===== config.mk =====
export PLATFORM = sky130hd
export DESIGN_NAME = uart_tx_drain
export DESIGN_NICKNAME = d
export VERILOG_FILES = /design/src/rtl/uart_tx_drain.sv
export SDC_FILE = /design/constraint.sdc
export NUM_CORES = 1
export LEC_CHECK = 0
export CAP_MARGIN = 25
export CORE_UTILIZATION = 50
export CTS_BUF_LIST = sky130_fd_sc_hd__clkbuf_4
export DETAILED_ROUTE_END_ITERATION = 16
export PLACE_DENSITY_LB_ADDON = 0.1
export SYNTH_ARGS = -nofsm -noshare
export SYNTH_HDL_FRONTEND = slang
export SYNTH_SLANG_ARGS = --single-unit

===== constraint.sdc =====
create_clock -name clk -period 2.8 [get_ports clk]
set_clock_uncertainty 0.05 [all_clocks]
set_input_delay 0.28 -clock clk [delete_from_list [all_inputs] [get_ports clk]]
set_output_delay 0.28 -clock clk [all_outputs]
set_load 0.01 [all_outputs]

===== src/rtl/uart_tx_drain.sv =====
// UART transmitter that drains an upstream show-ahead FIFO, one frame per popped word.
// Optional even-parity bit is compiled in when UART_TX_DRAIN_PARITY_EN is defined.
module uart_tx_drain #(
  parameter int WIDTH   = 8,
  parameter int CLK_DIV = 16
) (
  input  logic             clk,
  input  logic             rst,
  input  logic             en,
  input  logic             fifo_empty,
  input  logic [WIDTH-1:0] fifo_rdata,
  output logic             fifo_pop,
  output logic             tx,
  output logic             busy,
  output logic             frame_done
);

  localparam int TW = (CLK_DIV > 2) ? $clog2(CLK_DIV) : 1;
  localparam int IW = $clog2(WIDTH);
  localparam logic [TW-1:0] T_LOAD   = TW'(CLK_DIV - 1);
  localparam logic [IW-1:0] LAST_IDX = IW'(WIDTH - 1);

  typedef enum logic [2:0] {
    S_IDLE   = 3'd0,
    S_START  = 3'd1,
    S_DATA   = 3'd2,
`ifdef UART_TX_DRAIN_PARITY_EN
    S_PARITY = 3'd3,
`endif
    S_STOP   = 3'd4
  } state_t;

  state_t           state_reg, state_next;
  logic [TW-1:0]    timer_reg, timer_next;
  logic [IW-1:0]    idx_reg, idx_next;
  logic [WIDTH-1:0] shift_reg, shift_next;
  logic             tx_reg, tx_next;
`ifdef UART_TX_DRAIN_PARITY_EN
  logic             parity_reg, parity_next;
`endif

  logic bit_end;
  logic start_ok;

  assign bit_end  = (timer_reg == '0);
  // A new frame may begin from idle or in the final stop cycle, giving gapless back-to-back frames.
  assign start_ok = en && !fifo_empty &&
                    ((state_reg == S_IDLE) || ((state_reg == S_STOP) && bit_end));

  assign fifo_pop   = start_ok && !rst;
  assign frame_done = (state_reg == S_STOP) && bit_end && !rst;
  assign busy       = (state_reg != S_IDLE);
  assign tx         = tx_reg;

  always_comb begin
    state_next = state_reg;
    timer_next = timer_reg;
    idx_next   = idx_reg;
    shift_next = shift_reg;
    tx_next    = tx_reg;
`ifdef UART_TX_DRAIN_PARITY_EN
    parity_next = parity_reg;
`endif

    if ((state_reg != S_IDLE) && !bit_end) begin
      timer_next = timer_reg - 1'b1;
    end

    if (start_ok) begin
      state_next = S_START;
      timer_next = T_LOAD;
      idx_next   = '0;
      shift_next = fifo_rdata;
      tx_next    = 1'b0;
`ifdef UART_TX_DRAIN_PARITY_EN
      parity_next = ^fifo_rdata;
`endif
    end else if (bit_end) begin
      case (state_reg)
        S_IDLE: begin
          state_next = S_IDLE;
        end
        S_START: begin
          state_next = S_DATA;
          timer_next = T_LOAD;
          tx_next    = shift_reg[0];
        end
        S_DATA: begin
          timer_next = T_LOAD;
          if (idx_reg == LAST_IDX) begin
`ifdef UART_TX_DRAIN_PARITY_EN
            state_next = S_PARITY;
            tx_next    = parity_reg;
`else
            state_next = S_STOP;
            tx_next    = 1'b1;
`endif
          end else begin
            idx_next   = idx_reg + 1'b1;
            shift_next = shift_reg >> 1;
            tx_next    = shift_reg[1];
          end
        end
`ifdef UART_TX_DRAIN_PARITY_EN
        S_PARITY: begin
          state_next = S_STOP;
          timer_next = T_LOAD;
          tx_next    = 1'b1;
        end
`endif
        S_STOP: begin
          state_next = S_IDLE;
          tx_next    = 1'b1;
        end
        default: begin
          state_next = S_IDLE;
          tx_next    = 1'b1;
        end
      endcase
    end
  end

  always_ff @(posedge clk) begin
    if (rst) begin
      state_reg <= S_IDLE;
      timer_reg <= '0;
      idx_reg   <= '0;
      shift_reg <= '0;
      tx_reg    <= 1'b1;
`ifdef UART_TX_DRAIN_PARITY_EN
      parity_reg <= 1'b0;
`endif
    end else begin
      state_reg <= state_next;
      timer_reg <= timer_next;
      idx_reg   <= idx_next;
      shift_reg <= shift_next;
      tx_reg    <= tx_next;
`ifdef UART_TX_DRAIN_PARITY_EN
      parity_reg <= parity_next;
`endif
    end
  end

endmodule


# Word level (Yosys, flattened, before mapping)
# Cells that the tools add are included.
word_totals:
  regBits: 19
  rom_bits: 0
  mem_count: 0
  mem_bits_rw: 0
  wordCells: 55
  output_inout_bits: 4
  latch_bits: 0
  input_bits: 12
classes:
  div: 0
  eq_ne: 8
  bitwise: 1
  reduce_logical: 22
  add_sub_neg: 2
  n_shift: 0
  mux: 16
  magnitude_cmp: 0
  n_mul: 0
ops:
  columns: ["op", "n"]
  rows:
  - ["$mux W8", 4]
  - ["$mux W4", 4]
  - ["$eq A3 B3 Y1 const B", 2]
  - ["$logic_and A1 B1 Y1", 6]
  - ["$ne A2 B2 Y1 const B", 3]
  - ["$pmux W3 S2", 1]
  - ["$reduce_and A2 Y1", 3]
  - ["$reduce_and A3 Y1", 2]
  - ["$mux W1", 5]
  - ["$logic_not A4 Y1", 1]
  - ["$reduce_bool A2 Y1", 2]
  - ["$reduce_or A2 Y1", 2]
  - ["$sub A4 B1 Y4 const B", 1]
  - ["$add A3 B1 Y3 const B", 1]
  - ["$eq A3 B1 Y1 const B", 1]
  - ["$eq A3 B2 Y1 const B", 1]
  - ["$logic_not A1 Y1", 3]
  - ["$logic_not A3 Y1", 1]
  - ["$mux W3", 1]
  - ["$ne A3 B3 Y1 const B", 1]
  - ["$pmux W1 S3", 1]
  - ["$reduce_bool A3 Y1", 1]
  - ["$logic_or A1 B1 Y1", 1]
  - ["$not A1 Y1", 1]

# Longest topological paths before layout
# Gate-level depths: netlist of the first run.
logic_depth:
  ltp_word: 7
  mapped_depth: 8
  ltp_nobuf: 6

# Least setup slack after synthesis of the first run
# No wires, ideal clock.
synth_path:
  kind: "reg2out"
  startpoint: "register timer_reg[0]"
  endpoint: "output fifo_pop"
  arrival_time_ps: 1834
  path_slack_ps: 636
  stages_incl_launch_ff: 8
  path_buffers: 2
  t_required_ps: 2470
  path_cell_list: "dfxtp_1 -> inv_1 -> ha_1 -> or3b_1 -> buf_6 -> a2111o_1 -> clkbuf_1 -> nor2_1"
synth_between:
  elab_chain_len: 5
synth_lines:
  columns: ["element", "line_no", "source"]
  rows:
  - ["start: declaration", "34", "logic [TW-1:0] timer_reg, timer_next;"]
  - ["start signal: assignment", "135", "timer_reg <= timer_next;"]
  - ["$logic_not A4 Y1", "45", "assign bit_end = (timer_reg == '0);"]
  - ["$logic_and A1 B1 Y1", "48", "((state_reg == S_IDLE) || ((state_reg == S_STOP) && bit_end));"]
  - ["$logic_or A1 B1 Y1", "48", null]
  - ["$logic_and A1 B1 Y1", "47", "assign start_ok = en && !fifo_empty &&"]
  - ["$logic_and A1 B1 Y1", "50", "assign fifo_pop = start_ok && !rst;"]
  - ["end: declaration", "12", "output logic fifo_pop,"]
# No other way between the ends.

# Worst setup path in the final report of the first run
layout_path:
  startpoint: "register timer_reg[0]"
  endpoint: "register shift_reg[5]"
layout_between:
  elab_chain_len: 6
  word_cells_on_any_way: 9
  cone_classes: "eq/ne (1); mux (1); reduce/logical (7)"
layout_lines:
  columns: ["element", "line_no", "source"]
  rows:
  - ["$logic_not A4 Y1 *", "45", null]
  - ["$logic_and A1 B1 Y1", "48", null]
  - ["$logic_or A1 B1 Y1", "48", null]
  - ["$logic_and A1 B1 Y1", "47", null]
  - ["$ne A2 B2 Y1 (no line) / $reduce_bool A2 Y1 (equally long branches)", null, null]
  - ["$reduce_and A3 Y1 (no line)", null, null]
  - ["end signal: assignment", "137", "shift_reg <= shift_next;"]
  - ["end: declaration", "36", "logic [WIDTH-1:0] shift_reg, shift_next;"]
# Every way passes the cells marked *; elsewhere a longest branch is shown, timed or not.
# A chain may end at the register's enable or synchronous reset.

==> impl_summary.log, run 1 <==
INFO  metric synth_enable_flop_cells = 0
INFO  metric clock_tree.htree_level_count = 1
INFO  metric cp.arrival = roughly 2.7 ns
INFO  metric vias = 830
INFO  metric start_util = a little over half
INFO  metric grt_first_pass_wirelength = approximately 3.2 mm
INFO  metric post_synth_num_cell_types = 29
INFO  metric placeable_area = 1760 µm²
INFO  metric post_route_cells_drive_above_1_share = ~7.9%
INFO  metric postSynth.asyncResetShare = 0%
INFO  metric critical_path_peak_fanout = 11
INFO  metric gpl.final_weighted_congestion = between 0.8 and 0.9
INFO  metric globalRouteOverflowTotal = 0
INFO  metric synth_sequential_area_ratio = between 30% and 40%
INFO  metric hold_path_class = register to register
INFO  metric final_setup_margin = about 0.24 ns
INFO  metric worst_slack_placed = 0.249 ns
INFO  metric post-route-period-util = between 90% and 100%
INFO  metric ios = 16
INFO  metric largest_register_ffs = 8
INFO  metric place_inst = 148
INFO  metric chipWidth = ~46 µm
INFO  metric number_of_max_capacitance_violations_reported = 0
INFO  metric maxClockFrequency = just under 400 MHz
INFO  metric initial_antenna_violation_count = 0
INFO  metric drc = 0
INFO  metric drt_pass1_iterations = 3
INFO  metric clock_latency_late_sink = 0.29 ns
INFO  metric detail_route.iter0.violations = 11
INFO  metric post_cts.repair.setup_buffers = 0
INFO  metric buffers_from_clock_root_to_sink_at_most = 2
INFO  metric timing.critical_path.from_type = register
INFO  metric layout-area-overhead-vs-synth = 21.2%
INFO  metric worstPathRequired = slightly below 3 ns
INFO  metric cts_tree = yes
INFO  metric holdPathStages = 2
INFO  metric timing.max_slew.rel_slack = around 63%
INFO  metric io_buffer_count = 15
INFO  metric synth_warnings = 0
INFO  metric r2r.worst_path.cells = 7
INFO  metric leakage_power = approximately 0.53 nW
INFO  metric worstMarginPinSlew = 0.554 ns
INFO  metric mappedNetlistArea = about 970 µm²
INFO  metric finish.utilization = 66.5%
INFO  metric vias_in_the_first_global_route = roughly 800
INFO  metric ys_ff_latch = 19
INFO  metric mappedNetlistNets = approximately 130
INFO  metric syn-mean-instance-area = 8.56 µm²
INFO  metric wirelength_routed = about 1.9 mm
INFO  metric synth-main-ff-cell = dfxtp_1
INFO  metric cts.clk_slew.worst_paths = about 0.10 ns
INFO  metric netlist_instances = around 110
INFO  metric post_dp_cell_area = 1130 µm²
INFO  metric fin_tns_setup = 0 ns
INFO  metric total_power_density_per_cell_area = roughly 600 nW/µm²
INFO  metric die_footprint = 2110 µm²
INFO  metric final_design_area_no_fill = 1170 µm²
INFO  metric setup_violations = 0
INFO  metric postRouteAntennaNets = 0
INFO  metric wl_per_cell = ~12 µm
INFO  metric end_kind = register
INFO  metric hold_violations = 0
INFO  metric antenna_cells_inserted = 0
INFO  metric detail_route.vias_per_cell = between 5 and 6
INFO  metric grt_setup_unrepaired = false
INFO  metric cts-buffers-inserted = 3
INFO  metric worstSetupPathType = register to register
INFO  metric hpwl = around 1.4 mm
INFO  metric grt_max_degree = 20
INFO  metric final_cells = roughly 150
INFO  metric post-route-min-period = between 2 and 3 ns
INFO  metric gr-usage-all-layers = 21.2%
INFO  metric slew_viol_final = 0
INFO  metric num_rows = 15
INFO  metric chip_height = about 46 µm
INFO  metric clock-sinks = 19
INFO  metric status = completed
INFO  metric final_net_count = around 140
INFO  metric cts_root_buffer = clkbuf_4
INFO  metric peakVddDrop = between 0.0003 and 0.0004 V
[critical path: stages (launching register included)]
cell,delay (ns)
dfxtp_1,0.34
inv_1,0.08
ha_2,0.20
or3b_4,0.39
buf_4,0.17
or4_1,0.76
mux2i_1,0.21
a211oi_1,0.27
[area by class of cell]
type / instances / area [µm²]
Fill cell: 168 / 592
Multi-Input combinational cell: 78 / 522
Sequential cell: 19 / 380
Timing Repair Buffer: 19 / 183
Tap cell: 25 / 31.3
Clock buffer: 4 / 30.0
Inverter: 7 / 26.3
[layer usage]
metal  GRT usage (%)  part of all wire, %
met5               0                    0
met4            10.0                 0.70
met3            2.38                  3.4
met2            34.1                   47
met1            27.9                   49
[report_power, final]
| group | switching [W] | leakage (nW) | internal, W |
|---|---|---|---|
| registers | 0.0000328 | 0.156 | 0.000304 |
| clock network | 0.0000814 | 0.0184 | 0.0000650 |
| logic | 0.000111 | 0.356 | 0.000112 |
| total | 0.000225 | 0.530 | 0.000481 |
[cells by family (layout without fill, tap and decap cells)]
group           Yosys count  in the layout  share of synthesized area [%]
mux                      12             12                           12.4
simple gates             39             39                           19.5
compound gates           23             23                           16.7
xor+xnor                  1              1                          0.906
flops                    19             19                           39.3
buf+inv                  16             30                           7.24
fa+ha+maj                 3              3                           3.88
[cell usage in the layout (no fill, tap or decap), drive strengths merged]
cell type	n
or2	1
nor3	4
nor4	2
or3	1
clkdlybuf4s50	14
nand3	2
a22oi	3
nor2	17
o21ai	2
o211ai	2
nand2b	2
buf	4
nand4b	1
inv	7
a2bb2oi	1
or3b	1
clkbuf	4
xor2	1
ha	3
a2111o	1
dfxtp	19
nor3b	1
or4	1
dlymetal6s2s	1
a31oi	3
a211oi	8
nand2	5
nor2b	1
mux2i	12
a21oi	3
[synthesized netlist by cell type (3+ instances only)]
cell type | instances | area share [%]
nor2_1 | 17 | 6.6
nand2_1 | 5 | 1.9
nor3_1 | 4 | 2.1
mux2i_1 | 12 | 12
dfxtp_1 | 19 | 39
a22oi_1 | 3 | 2.3
clkbuf_1 | 6 | 2.3
a211oi_1 | 8 | 6.2
a31oi_1 | 3 | 1.9
ha_1 | 3 | 3.9
a21oi_1 | 3 | 1.6
inv_1 | 7 | 2.7
[per-stage QoR]
stage	total power, W	hold slack (ns)
floorplan	0.000494	0.397
CTS	0.000703	0.440
detailed placement	0.000558	0.425
global route	0.000757	0.465
finish	0.000707	0.439
global placement	0.000550	0.413
[timing repair]
action / in CTS / in global routing
resized for setup: 0 / 3
endpoints found under the setup margin: 0 / 1
hold endpoints to repair: 0 / 0
hold buffers: 0 / 0
[worst paths after layout]
check	slack (ns)	end	from
worst max-delay path	0.24	shift_reg[5]	timer_reg[0]
worst min-delay path	0.44	shift_reg[7]	shift_reg[7]
worst min register to register	0.44	shift_reg[7]	shift_reg[7]
worst max register to register	0.24	shift_reg[5]	timer_reg[0]
Power figures use the tool's default switching activity.
==> run 2, diff against run 1 <==
Settings changed: CORE_UTILIZATION 50 to 53, CTS_CLUSTER_SIZE set to 20.
==> run 2 against run 1 <==
- via count decreased by 0.84%
- sequential power is essentially flat
- global-route usage is 0.12 points lower
- count of clock-buffer cells in the layout stayed put
- die area down 5.4%
- flip-flop and latch count did not move
- routed wire length down 0.86%
- register-to-register slack hardly changed
- worst setup slack improved by 0.012 ns
- sequential share of layout area grew 0.14 points
- critical path type unchanged
==> impl_summary.log, run 2 (synthesis results as in run 1) <==
INFO  metric leakage_power = around 0.53 nW
INFO  metric clock_power_share = 20.8%
INFO  metric total_power_density_per_cell_area = between 500 and 600 nW/µm²
INFO  metric clock-sinks = 19
INFO  metric wl_per_cell = between 10 and 15 µm
INFO  metric postRouteAntennaNets = 0
INFO  metric setup_violations = 0
INFO  metric post_route_cells_drive_above_1_share = 6.30%
INFO  metric gr-usage-all-layers = between 20% and 30%
INFO  metric status = completed
INFO  metric die_footprint = about 2000 µm²
INFO  metric cts_tree = yes
INFO  metric vias = 823
INFO  metric reg2reg_slack = around 0.25 ns
INFO  metric grt_setup_unrepaired = false
INFO  metric cts.clk_slew.worst_paths = 0.10 ns
INFO  metric worstMarginPinSlew = roughly 0.57 ns
INFO  metric worstSetupPathType = register to register
INFO  metric final_net_count = approximately 140
INFO  metric grt_max_degree = 20
INFO  metric hpwl = between 1 and 1.5 mm
INFO  metric io_buffer_count = 15
INFO  metric clock_tree.htree_level_count = 1
INFO  metric post-route-min-period = 2.55 ns
INFO  metric p_comb_share = 31.0%
INFO  metric layout-area-overhead-vs-synth = 20.7%
INFO  metric final-seq-area = approximately 380 µm²
INFO  metric slowest_stage_delay_on_critical_path = 0.76 ns
INFO  metric final.fill_count = between 100 and 150
INFO  metric antenna_cells_inserted = 0
INFO  metric critical-path-slowest-cell = or4_1
INFO  metric clock_latency_late_sink = about 0.30 ns
INFO  metric drc = 0
INFO  metric vias_in_the_first_global_route = roughly 710
INFO  metric switching_power_share_of_the_total = between 30% and 40%
INFO  metric maxClockFrequency = slightly below 400 MHz
INFO  metric cts_root_buffer = clkbuf_4
INFO  metric multi_input_comb_area = slightly above 500 µm²
INFO  metric start_util = 56.0%
INFO  metric globalRouteOverflowTotal = 0
INFO  metric final_setup_margin = around 0.25 ns
INFO  metric end_kind = register
INFO  metric grt_first_pass_wirelength = roughly 3.1 mm
INFO  metric post-route-period-util = 90.9%
INFO  metric hold_violations = 0
INFO  metric detail_route.iter0.violations = 23
INFO  metric chipWidth = 44.7 µm
INFO  metric worst_slack_placed = between 0.2 and 0.3 ns
INFO  metric intPower = about 0.00047 W
INFO  metric timing.critical_path.cells = inv_1 > ha_1 > or3b_1 > buf_4 > or4_1 > mux2i_1 > a211oi_1
INFO  metric most-common-layout-cells = dfxtp_1 (19), nor2_1 (17), clkdlybuf4s50_1 (14)
INFO  metric critical_path_peak_fanout = 11
INFO  metric timing.max_slew.rel_slack = about 62%
INFO  metric gpl.final_weighted_congestion = a little under 0.8
INFO  metric worstPathBufferInverterCount = 2
INFO  metric hold_path_class = register to register
INFO  metric fin_tns_setup = 0 ns
INFO  metric num_rows = 15
INFO  metric drt_pass1_iterations = 4
INFO  metric pwr-share-seq = between 40% and 50%
INFO  metric buffers_from_clock_root_to_sink_at_most = 2
INFO  metric chip_height = approximately 45 µm
INFO  metric cp.arrival = between 2 and 3 ns
INFO  metric commonest_non_fill_non_tap_cell_in_the_layout = dfxtp_1
INFO  metric timing.critical_path.from_type = register
INFO  metric worst_path_dominant_cell_family = simple AND/OR/NAND/NOR gates
INFO  metric detail_route.vias_per_cell = roughly 5.4
INFO  metric number_of_max_capacitance_violations_reported = 0
INFO  metric largest_register_ffs = 8
INFO  metric peakVddDrop = about 0.00046 V
INFO  metric placeable_area = 1730 µm²
INFO  metric wirelength_routed = roughly 1.9 mm
INFO  metric slew_viol_final = 0
INFO  metric ios = 16
INFO  metric initial_antenna_violation_count = 0
INFO  metric cts-buffers-inserted = 3
INFO  metric p_sw = roughly 0.00022 W
INFO  metric worstPathRequired = ~3.0 ns
-- run 2: power by group through the flow --
stage	Sequential (W)	Combinational (W)	Clock [W]
2_1_floorplan	0.000329	0.000165	0
3_3_place_gp	0.000341	0.000209	0
3_5_place_dp	0.000342	0.000214	0
4_1_cts	0.000336	0.000216	0.000150
5_1_grt	0.000340	0.000244	0.000162
6_report	0.000336	0.000216	0.000146
-- run 2: final cells by class --
type                            instances  share of cell area [%]
Multi-Input combinational cell         78                    44.3
Sequential cell                        19                    32.6
Timing Repair Buffer                   19                    15.6
Tap cell                               25                    2.68
Clock buffer                            4                    2.57
Inverter                                7                    2.25
-- run 2: stage by stage --
step / instance area [µm²] / hold slack, ns / std cells / total power (W) / utilization (%)
5_1_grt: 1170 / 0.443 / 152 / 0.000745 / 67.6
4_1_cts: 1160 / 0.429 / 152 / 0.000702 / 67.5
3_3_place_gp: 1130 / 0.410 / 148 / 0.000550 / 65.7
6_report: 1170 / 0.429 / 152 / 0.000698 / 67.6
3_5_place_dp: 1130 / 0.413 / 148 / 0.000556 / 65.7
2_1_floorplan: 967 / 0.397 / 113 / 0.000494 / -
-- run 2: worst reg2reg max path, cell delays in order, from the launching register on --
cell	delay, ns
dfxtp_1	0.33
inv_1	0.07
ha_1	0.19
or3b_1	0.40
buf_4	0.19
or4_1	0.76
mux2i_1	0.21
a211oi_1	0.26
-- run 2: final timing paths --
| kind | cells after the start | endpoint | from |
|---|---|---|---|
| hold reg to reg | 2 | shift_reg[7] | shift_reg[7] |
| setup reg to reg | 7 | shift_reg[4] | timer_reg[0] |
| hold / removal | 2 | shift_reg[7] | shift_reg[7] |
| setup / recovery | 7 | shift_reg[4] | timer_reg[0] |
-- run 2: metal layers --
| layer | global-route usage (%) | up-vias | wire length (µm) |
|---|---|---|---|
| met3 | 6.00 | 2 | 54 |
| li1 | - | 431 | - |
| met4 | 5.45 | 0 | 12 |
| met2 | 36.2 | 13 | 888 |
| met5 | 0 | - | 0 |
| met1 | 25.9 | 377 | 898 |
-- run 2: timing repair --
action | CTS | global route
setup endpoints to repair | 0 | 1
endpoints found under the hold margin | 0 | 0
buffers inserted | 0 | 0
hold buffers | 0 | 0
resized for setup | 0 | 1
==> run 3, diff against run 2 <==
Settings changed: CORE_UTILIZATION 53 to 54, SLEW_MARGIN set to 20.
==> run 3 against run 2 <==
- routed wire length grew 5.0%
- core utilization grew 5.5 points
- final cell count shrank 0.66%
- critical path depth shrank 1
- worst hold slack gained 0.018 ns
- register-to-register slack gained 0.04 ns
- combinational power is essentially flat
- total power is essentially flat
- worst setup slack lost 0.016 ns
- first-iteration DRC count shrank 30%
- largest power group unchanged
==> impl_summary.log, run 3 (synthesis results as in run 1) <==
INFO  metric cts-buffers-inserted = 3
INFO  metric wirelength_routed = just under 2 mm
INFO  metric final_net_count = around 140
INFO  metric start_util = approximately three fifths
INFO  metric grt_max_degree = 20
INFO  metric post-route-min-period = 2.56 ns
INFO  metric num_rows = 14
INFO  metric number_of_max_capacitance_violations_reported = 0
INFO  metric total_power_density_per_cell_area = ~600 nW/µm²
INFO  metric ios = 16
INFO  metric worst_path_dominant_cell_family = buffers and inverters
INFO  metric postRouteAntennaNets = 0
INFO  metric slew_viol_final = 0
INFO  metric commonest_non_fill_non_tap_cell_in_the_layout = dfxtp_1
INFO  metric end_kind = primary output
INFO  metric grt_first_pass_wirelength = about 3.5 mm
INFO  metric worstSetupPathType = register to primary output
INFO  metric die_footprint = 1960 µm²
INFO  metric drt_pass1_iterations = 4
INFO  metric post_cts.repair.setup_buffers = 0
INFO  metric hold_path_class = register to register
INFO  metric wl_per_cell = 12.9 µm
INFO  metric detail_route.iter0.violations = 16
INFO  metric cts_hold_buffers = 0
INFO  metric worstMarginPinSlew = about 0.55 ns
INFO  metric post_route_cells_drive_above_1_share = between 6 and 7%
INFO  metric drc = 0
INFO  metric largest_register_ffs = 8
INFO  metric vias_in_the_first_global_route = between 800 and 900
INFO  metric worstPathRequired = ~2.5 ns
INFO  metric hold_violations = 0
INFO  metric worstPathBufferInverterCount = 3
INFO  metric post_dp_cell_area = between 1000 and 1500 µm²
INFO  metric hpwl = about 1.5 mm
INFO  metric timing.critical_path.from_type = register
INFO  metric final.fill_count = 130
INFO  metric timing.max_slew.rel_slack = a little under two thirds
INFO  metric final_cells = roughly 150
INFO  metric antenna_cells_inserted = 0
INFO  metric cts.clk_slew.worst_paths = approximately 0.10 ns
INFO  metric placeable_area = approximately 1600 µm²
INFO  metric io_buffer_count = 15
INFO  metric initial_antenna_violation_count = 0
INFO  metric clock_latency_late_sink = just under 0.3 ns
INFO  metric slowest_stage_delay_on_critical_path = ~0.57 ns
INFO  metric report.power.total = between 0.0006 and 0.0007 W
INFO  metric final_design_area_no_fill = between 1000 and 1500 µm²
INFO  metric worst_slack_placed = around 0.30 ns
INFO  metric critical-path-slowest-cell = clkdlybuf4s50_1
INFO  metric setup_violations = 0
INFO  metric fin_tns_setup = 0 ns
INFO  metric maxClockFrequency = 390 MHz
INFO  metric leakage_power = approximately 0.53 nW
INFO  metric status = completed
INFO  metric buffers_from_clock_root_to_sink_at_most = 2
INFO  metric globalRouteOverflowTotal = 0
INFO  metric final_setup_margin = about 0.24 ns
INFO  metric peakVddDrop = between 0.0004 and 0.0005 V
INFO  metric grt_setup_unrepaired = false
INFO  metric ctsResizeCount = 0
INFO  metric timing.critical_path.cells = inv_1 > ha_1 > or3b_1 > buf_4 > nor3_1 > clkdlybuf4s50_1
INFO  metric detail_route.vias_per_cell = 5.50
INFO  metric gr-usage-all-layers = ~24%
INFO  metric layout-area-overhead-vs-synth = 20.6%
INFO  metric cts_tree = yes
INFO  metric chipWidth = about 44 µm
INFO  metric vias = 830
INFO  metric chip_height = ~44 µm
INFO  metric clock_tree.htree_level_count = 1
INFO  metric post-route-period-util = 91.5%
INFO  metric cts_root_buffer = clkbuf_4
INFO  metric critical_path_peak_fanout = 10
INFO  metric most-common-layout-cells = dfxtp_1 (19), nor2_1 (17), clkdlybuf4s50_1 (14)
INFO  metric cp.arrival = ~2.2 ns
INFO  metric place_inst = roughly 150
INFO  metric gpl.final_weighted_congestion = ~0.86
INFO  metric clock-sinks = 19
==> run 3: cell counts in the layout (fill, tap and decap cells not counted) <==
No cell type changed its count.
==> run 3: final timing paths <==
check                     from            to  slack [ns]  depth (start not counted)
setup / recovery  timer_reg[0]    frame_done        0.24                          6
hold / removal    shift_reg[7]  shift_reg[7]        0.45                          2
setup reg to reg  timer_reg[0]  shift_reg[5]        0.29                          7
hold reg to reg   shift_reg[7]  shift_reg[7]        0.45                          2
==> run 3: worst reg2reg max path, stage by stage (launching register included) <==
cell and delay [ns]:
dfxtp_1 0.34, inv_1 0.08, ha_1 0.19, or3b_1 0.37
buf_4 0.18, or4_1 0.76, mux2i_1 0.21, a211oi_1 0.25
==> run 3: cell type report <==
class	instances	area (µm²)	area share [%]
Timing Repair Buffer	19	183	15.7
Clock buffer	4	30.0	2.58
Multi-Input combinational cell	78	517	44.3
Sequential cell	19	380	32.6
Tap cell	24	30.0	2.58
Inverter	7	26.3	2.25
==> run 3: stage by stage <==
stage / util [%] / hold slack (ns)
final: 73.2 / 0.447
after floorplan: - / 0.397
after CTS: 73.0 / 0.449
after detailed placement: 71.1 / 0.431
after global routing: 73.2 / 0.476
after global placement: 71.1 / 0.411
==> run 3: layer usage <==
metal / wire, µm / GRT usage, %
met5: 0 / 0
met4: 74 / 20.0
met3: 58 / 2.86
met2: 928 / 37.4
met1: 885 / 30.9
==> run 3: power breakdown <==
| group | internal, W | total, W | switching (W) | leakage (nW) |
|---|---|---|---|---|
| clock network | 0.0000651 | 0.000143 | 0.0000774 | 0.0184 |
| registers | 0.000304 | 0.000338 | 0.0000337 | 0.156 |
| logic | 0.000105 | 0.000217 | 0.000112 | 0.357 |
| total | 0.000474 | 0.000698 | 0.000224 | 0.531 |
